File: src/rtl/cordic_pkg.sv
// Shared Q-format constants and opcode encodings for the CORDIC datapath.
// Pure definitions, no logic, so there is no latency.
// Carries no handshake, so there is no backpressure.
package cordic_pkg;

    localparam int CORDIC_N    = 32;
    localparam int CORDIC_FRAC = 29;

    localparam logic [CORDIC_N-1:0] QMAX = 32'h7FFF_FFFF;
    localparam logic [CORDIC_N-1:0] QMIN = 32'h8000_0000;

    localparam logic OP_ADD = 1'b0;
    localparam logic OP_SUB = 1'b1;

endpackage

File: src/rtl/add_sub_sat.sv
// Combinational signed add/subtract with overflow detection and optional saturation.
// Latency: none, purely combinational.
// Backpressure: none, no handshake.
module add_sub_sat
    import cordic_pkg::*;
#(
    parameter int N   = CORDIC_N,
    parameter bit SAT = 1'b1
) (
    input  logic [N-1:0] x,
    input  logic [N-1:0] y,
    input  logic         a_s,
    output logic [N-1:0] res,
    output logic         ovf
);

    localparam logic [N-1:0] SAT_MAX = {1'b0, {(N-1){1'b1}}};
    localparam logic [N-1:0] SAT_MIN = {1'b1, {(N-1){1'b0}}};

    logic [N:0] xe;
    logic [N:0] ye;
    logic [N:0] sum;

    // One guard bit keeps X - (most negative) representable, so the sign pair flags it.
    assign xe  = {x[N-1], x};
    assign ye  = {y[N-1], y};
    assign sum = (a_s == OP_SUB) ? (xe - ye) : (xe + ye);
    assign ovf = sum[N] ^ sum[N-1];

    always_comb begin
        res = sum[N-1:0];
        if (SAT && ovf) begin
            res = sum[N] ? SAT_MIN : SAT_MAX;
        end
    end

endmodule

File: src/rtl/add_sub_pipe.sv
// Pipelined saturating add/sub with valid/ready handshake and sticky overflow flag.
// Latency: STAGES cycles from input transfer to out_valid; one result per cycle sustained.
// Backpressure: bubble-collapsing stages; in_ready drops only when every stage is full and stalled.
module add_sub_pipe
    import cordic_pkg::*;
#(
    parameter int N      = CORDIC_N,
    parameter int FRAC   = CORDIC_FRAC,
    parameter int STAGES = 2,
    parameter bit SAT    = 1'b1
) (
    input  logic         clk,
    input  logic         rst,
    input  logic         in_valid,
    output logic         in_ready,
    input  logic [N-1:0] X,
    input  logic [N-1:0] Y,
    input  logic         a_s,
    output logic         out_valid,
    input  logic         out_ready,
    output logic [N-1:0] result,
    output logic         ovf,
    output logic         ovf_sticky,
    input  logic         clr_ovf
);

    if (STAGES < 1 || FRAC >= N) begin : g_bad_param
        $error("add_sub_pipe: STAGES must be >= 1 and FRAC must be below N");
    end

    typedef struct packed {
        logic         vld;
        logic         ovf;
        logic [N-1:0] dat;
    } stage_t;

    stage_t              stg [STAGES];
    logic [STAGES-1:0]   adv;
    logic [STAGES-1:0]   acc;
    logic [N-1:0]        alu_res;
    logic                alu_ovf;
    logic                in_fire;

    add_sub_sat #(.N(N), .SAT(SAT)) u_alu (
        .x   (X),
        .y   (Y),
        .a_s (a_s),
        .res (alu_res),
        .ovf (alu_ovf)
    );

    // Ready ripples back from out_ready: a stage accepts if empty or draining this cycle.
    always_comb begin
        adv = '0;
        acc = '0;
        adv[STAGES-1] = stg[STAGES-1].vld & out_ready;
        acc[STAGES-1] = ~stg[STAGES-1].vld | adv[STAGES-1];
        for (int k = STAGES - 2; k >= 0; k--) begin
            adv[k] = stg[k].vld & acc[k+1];
            acc[k] = ~stg[k].vld | adv[k];
        end
    end

    assign in_ready = acc[0];
    assign in_fire  = in_valid & acc[0];

    always_ff @(posedge clk) begin
        if (rst) begin
            for (int k = 0; k < STAGES; k++) begin
                stg[k] <= '0;
            end
            ovf_sticky <= 1'b0;
        end else begin
            if (acc[0]) begin
                stg[0].vld <= in_valid;
                if (in_valid) begin
                    stg[0].dat <= alu_res;
                    stg[0].ovf <= alu_ovf;
                end
            end
            for (int k = 1; k < STAGES; k++) begin
                if (acc[k]) begin
                    stg[k].vld <= stg[k-1].vld;
                    if (stg[k-1].vld) begin
                        stg[k].dat <= stg[k-1].dat;
                        stg[k].ovf <= stg[k-1].ovf;
                    end
                end
            end
            // A new overflow outranks a clear arriving on the same edge.
            if (in_fire && alu_ovf) begin
                ovf_sticky <= 1'b1;
            end else if (clr_ovf) begin
                ovf_sticky <= 1'b0;
            end
        end
    end

    assign out_valid = stg[STAGES-1].vld;
    assign result    = stg[STAGES-1].dat;
    assign ovf       = stg[STAGES-1].ovf;

endmodule

File: config.mk
export PLATFORM = sky130hd
export DESIGN_NAME = add_sub_pipe
export DESIGN_NICKNAME = d
export VERILOG_FILES = /design/src/rtl/cordic_pkg.sv /design/src/rtl/add_sub_sat.sv /design/src/rtl/add_sub_pipe.sv
export SDC_FILE = /design/constraint.sdc
export NUM_CORES = 1
export LEC_CHECK = 0
export CAP_MARGIN = 25
export CELL_PAD_IN_SITES_DETAIL_PLACEMENT = 1
export CELL_PAD_IN_SITES_GLOBAL_PLACEMENT = 1
export CORE_MARGIN = 10
export CORE_UTILIZATION = 44
export CTS_BUF_LIST = sky130_fd_sc_hd__clkbuf_2 sky130_fd_sc_hd__clkbuf_4 sky130_fd_sc_hd__clkbuf_8
export CTS_CLUSTER_DIAMETER = 100
export DETAILED_ROUTE_END_ITERATION = 12
export GPL_ROUTABILITY_DRIVEN = 1
export PLACE_DENSITY = 0.93
export SYNTH_ARGS = -nofsm -noshare
export SYNTH_HDL_FRONTEND = slang
export SYNTH_SLANG_ARGS = --single-unit
File: constraint.sdc
create_clock -name clk -period 9.5 [get_ports clk]
set_clock_uncertainty 0.1 [all_clocks]
set_input_delay 1.9 -clock clk [delete_from_list [all_inputs] [get_ports clk]]
set_output_delay 1.9 -clock clk [all_outputs]
set_load 0.01 [all_outputs]
==> impl_metrics.yaml <==
clock_network:
  cts_tree: "done"
  clock_path_buffers: 2
  cts_setup_buffers: 0
  cts.sinks: 69
  ctsHtreeMaxLevel: 3
  cts_buffers: 9
  clk_latency_ns: 0.33
  clk_pin_slew_ns: 0.07
  root_buffer: "clkbuf_8"
  cts_resized: 0
  ctsHoldBuffers: 0
yosys:
  synth_area_um2: 5180
  synthArstFlopShare_pct: 0
  synth-seq-cells: 69
  ys_types: 62
  ys_warn_count: 0
  synth_area_per_cell_um2: 9.51
  synthesis.instances: 545
  synth_nets: 649
  synth.yosys.seq_area_share_pct: 39.8
  synth-edff-count: 68
  synth-main-ff-cell: "edfxtp_1"
die:
  coreArea_um2: 11500
  dieWidth_um: 129
  io_pins: 106
  die_y_um: 129
  initial_core_util_pct: 45.2
  rows: 39
  die_area_um2: 16500
sta:
  post-route-period-util_pct: 74.6
  finalHoldViolations: 0
  rsz0062_at_grt: "no"
  fmax_mhz: 141
  final.setup.tns_ns: 0
  setup_violations: 0
  slew_headroom_pct: 45.2
  worst_pin_slew_ns: 0.819
  period_minus_slack_ns: 7.09
  finalMaxSlewViolations: 0
pwr:
  p_per_area_nw_per_um2: 155
  seq_power_share_pct: 41.3
  p_leak_uw: 0.00249
  swShare_pct: 33.0
  p_switching_uw: 333
  vdd_drop_max_mv: 0.116
  p_int_uw: 677
  p_comb_share_pct: 39.0
  power_frac_clock_pct: 19.7
grt:
  overflow: 0
  grt_pass1_vias: 4762
  grt_pass1_wl_um: 24600
  antenna_found_initial: 0
  grt_use_total_pct: 18.1
  grt_max_degree: 34
placed_design:
  numPortBuffers: 105
  placed_area_um2: 6350
  place_congestion: 0.885
  dp_hpwl_um: 12800
min_path:
  hold_end: "ovf_sticky"
  hold_path_class: "reg -> reg"
  hold_depth: 2
  min-delay-start: "ovf_sticky"
finish:
  final_util_pct: 56.8
  drive_gt1_share_pct: 6.31
  areaGrowthSynthToFinish_pct: 25.8
  finalNetCount: 749
  antenna_cells: 0
  fin_area_um2: 6520
route:
  drcViolationCount: 0
  first_pass_iters: 4
  wl_per_cell_um: 19.0
  wl_um: 15100
  via_per_inst: 5.65
  vias: 4481
  drt_iter0_drc: 373
  antenna_left: 0
worst_setup_path:
  crit_arrival_ns: 7.15
  r2r-end: "stg[0][28]"
  cp.required_ns: 9.57
  ff2ff_setup_slack_ns: 7.49
  startpoint_type: "input pin"
  reg2reg_from: "stg[1][33]"
  path_class: "in -> reg"
  cp-end-kind: "flop"
  reg2reg_depth: 4
  crit_fanout: 17
flow_run:
  drv_cap: 0
outcome:
  status: "complete, no violations"
## critical path: stages
cell	delay, ns
clkdlybuf4s50_1	0.47
inv_1	0.10
ha_1	0.22
nor4b_1	0.45
nand4_1	0.38
nor2_1	0.34
a31oi_1	0.15
xnor2_1	0.17
ha_1	0.47
nand4_1	0.21
nor4b_1	0.54
o211ai_1	0.18
nand3_1	0.17
nor3_1	0.08
a311oi_2	0.56
o21ai_2	0.30
buf_4	0.30
o21ai_1	0.16
## cells in the mapped netlist (6+ instances only)
master    count  share of area (%)
a21o_1       12                1.7
a21oi_1      52                5.0
a31oi_1       7               0.85
and2_1       33                4.0
clkbuf_1     15                1.1
edfxtp_1     68                 39
ha_1         33                8.0
inv_1        17                1.2
nand2_1      29                2.1
nand2b_1      9                1.1
nand3_1       9               0.87
nand4_1       6               0.72
nor2_1       51                3.7
nor3_1       12                1.2
o211ai_1      6               0.87
o21ai_0      21                2.0
o21ai_1      25                2.4
o21ai_2      11                1.9
xnor2_1      47                7.9
xor2_1       12                2.0
## worst max path at each step
stage | startpoint | endpoint | slack [ns]
after CTS | Y[0] | stg[0][29] | 2.45
after floorplan | Y[16] | stg[0][3] | 3.63
after global placement | Y[0] | stg[0][28] | 2.47
final | Y[0] | stg[0][30] | 2.41
after detailed placement | Y[0] | stg[0][29] | 2.14
after global routing | Y[6] | stg[0][29] | 1.93
## cells in the final DEF (no fill, tap or decap), types with 2 or more instances in the layout
master           count
clkdlybuf4s50_1    105
edfxtp_1            68
a21oi_1             52
nor2_1              51
xnor2_1             47
and2_1              33
ha_1                33
nand2_1             29
o21ai_1             25
o21ai_0             21
inv_1               17
nor3_1              12
a21o_1              12
xor2_1              12
o21ai_2             11
nand2b_1             9
nand3_1              9
clkbuf_8             9
a31oi_1              7
nand4_1              6
o211ai_1             6
nor4_1               5
nor2b_1              5
a211oi_1             5
o21bai_1             5
clkbuf_4             4
buf_4                4
or4_4                3
nor4b_1              3
and3_1               2
or2_2                2
a41oi_1              2
o31ai_1              2
a211o_1              2
a21boi_0             2
clkinv_1             2
## logic make-up after synthesis
logic type | Yosys count | share of synthesized area, %
mux | 2 | 0.411
flops | 69 | 39.8
simple gates | 178 | 18.0
compound gates | 164 | 19.7
buf+inv | 38 | 3.28
xor+xnor | 60 | 10.5
fa+ha+maj | 34 | 8.36
## through the flow
| stage | worst slack [ns] | total power [uW] | cells | hold WS (ns) |
|---|---|---|---|---|
| after floorplan | 3.63 | 675 | 545 | 0.370 |
| after global placement | 2.47 | 789 | 776 | 0.357 |
| after detailed placement | 2.14 | 817 | 777 | 0.392 |
| after CTS | 2.45 | 1020 | 793 | 0.402 |
| after global routing | 1.93 | 1070 | 793 | 0.428 |
| final | 2.41 | 1010 | 793 | 0.394 |
## flip-flops by register name (all words and copies together), names as in the netlist
name,flops
stg,68
ovf_sticky,1
## layer usage
layer / wire (um) / vias to the layer above / part of all wire (%) / track usage, %
met5: 0 / - / 0 / 0
met4: 246 / 0 / 1.6 / 6.22
met3: 692 / 17 / 4.6 / 2.75
met2: 7530 / 114 / 50 / 31.6
met1: 6640 / 2149 / 44 / 22.2
li1: - / 2201 / - / -
## power by group through the flow
stage / Combinational, uW / Sequential, uW / Clock, uW
global route: 434 / 422 / 217
finish: 394 / 417 / 199
CTS: 393 / 418 / 204
floorplan: 252 / 424 / 0
detailed placement: 392 / 425 / 0
global placement: 370 / 418 / 0
## final cells by class
cell class / count / area, um2
timing repair buffer: 110 / 1100
tap: 143 / 179
sequential: 69 / 2060
clock buffer: 13 / 154
clock inverter: 3 / 12.5
fill: 1294 / 4950
inverter: 17 / 63.8
multi-input combinational: 438 / 2950
(Power assumes the default switching activity.)
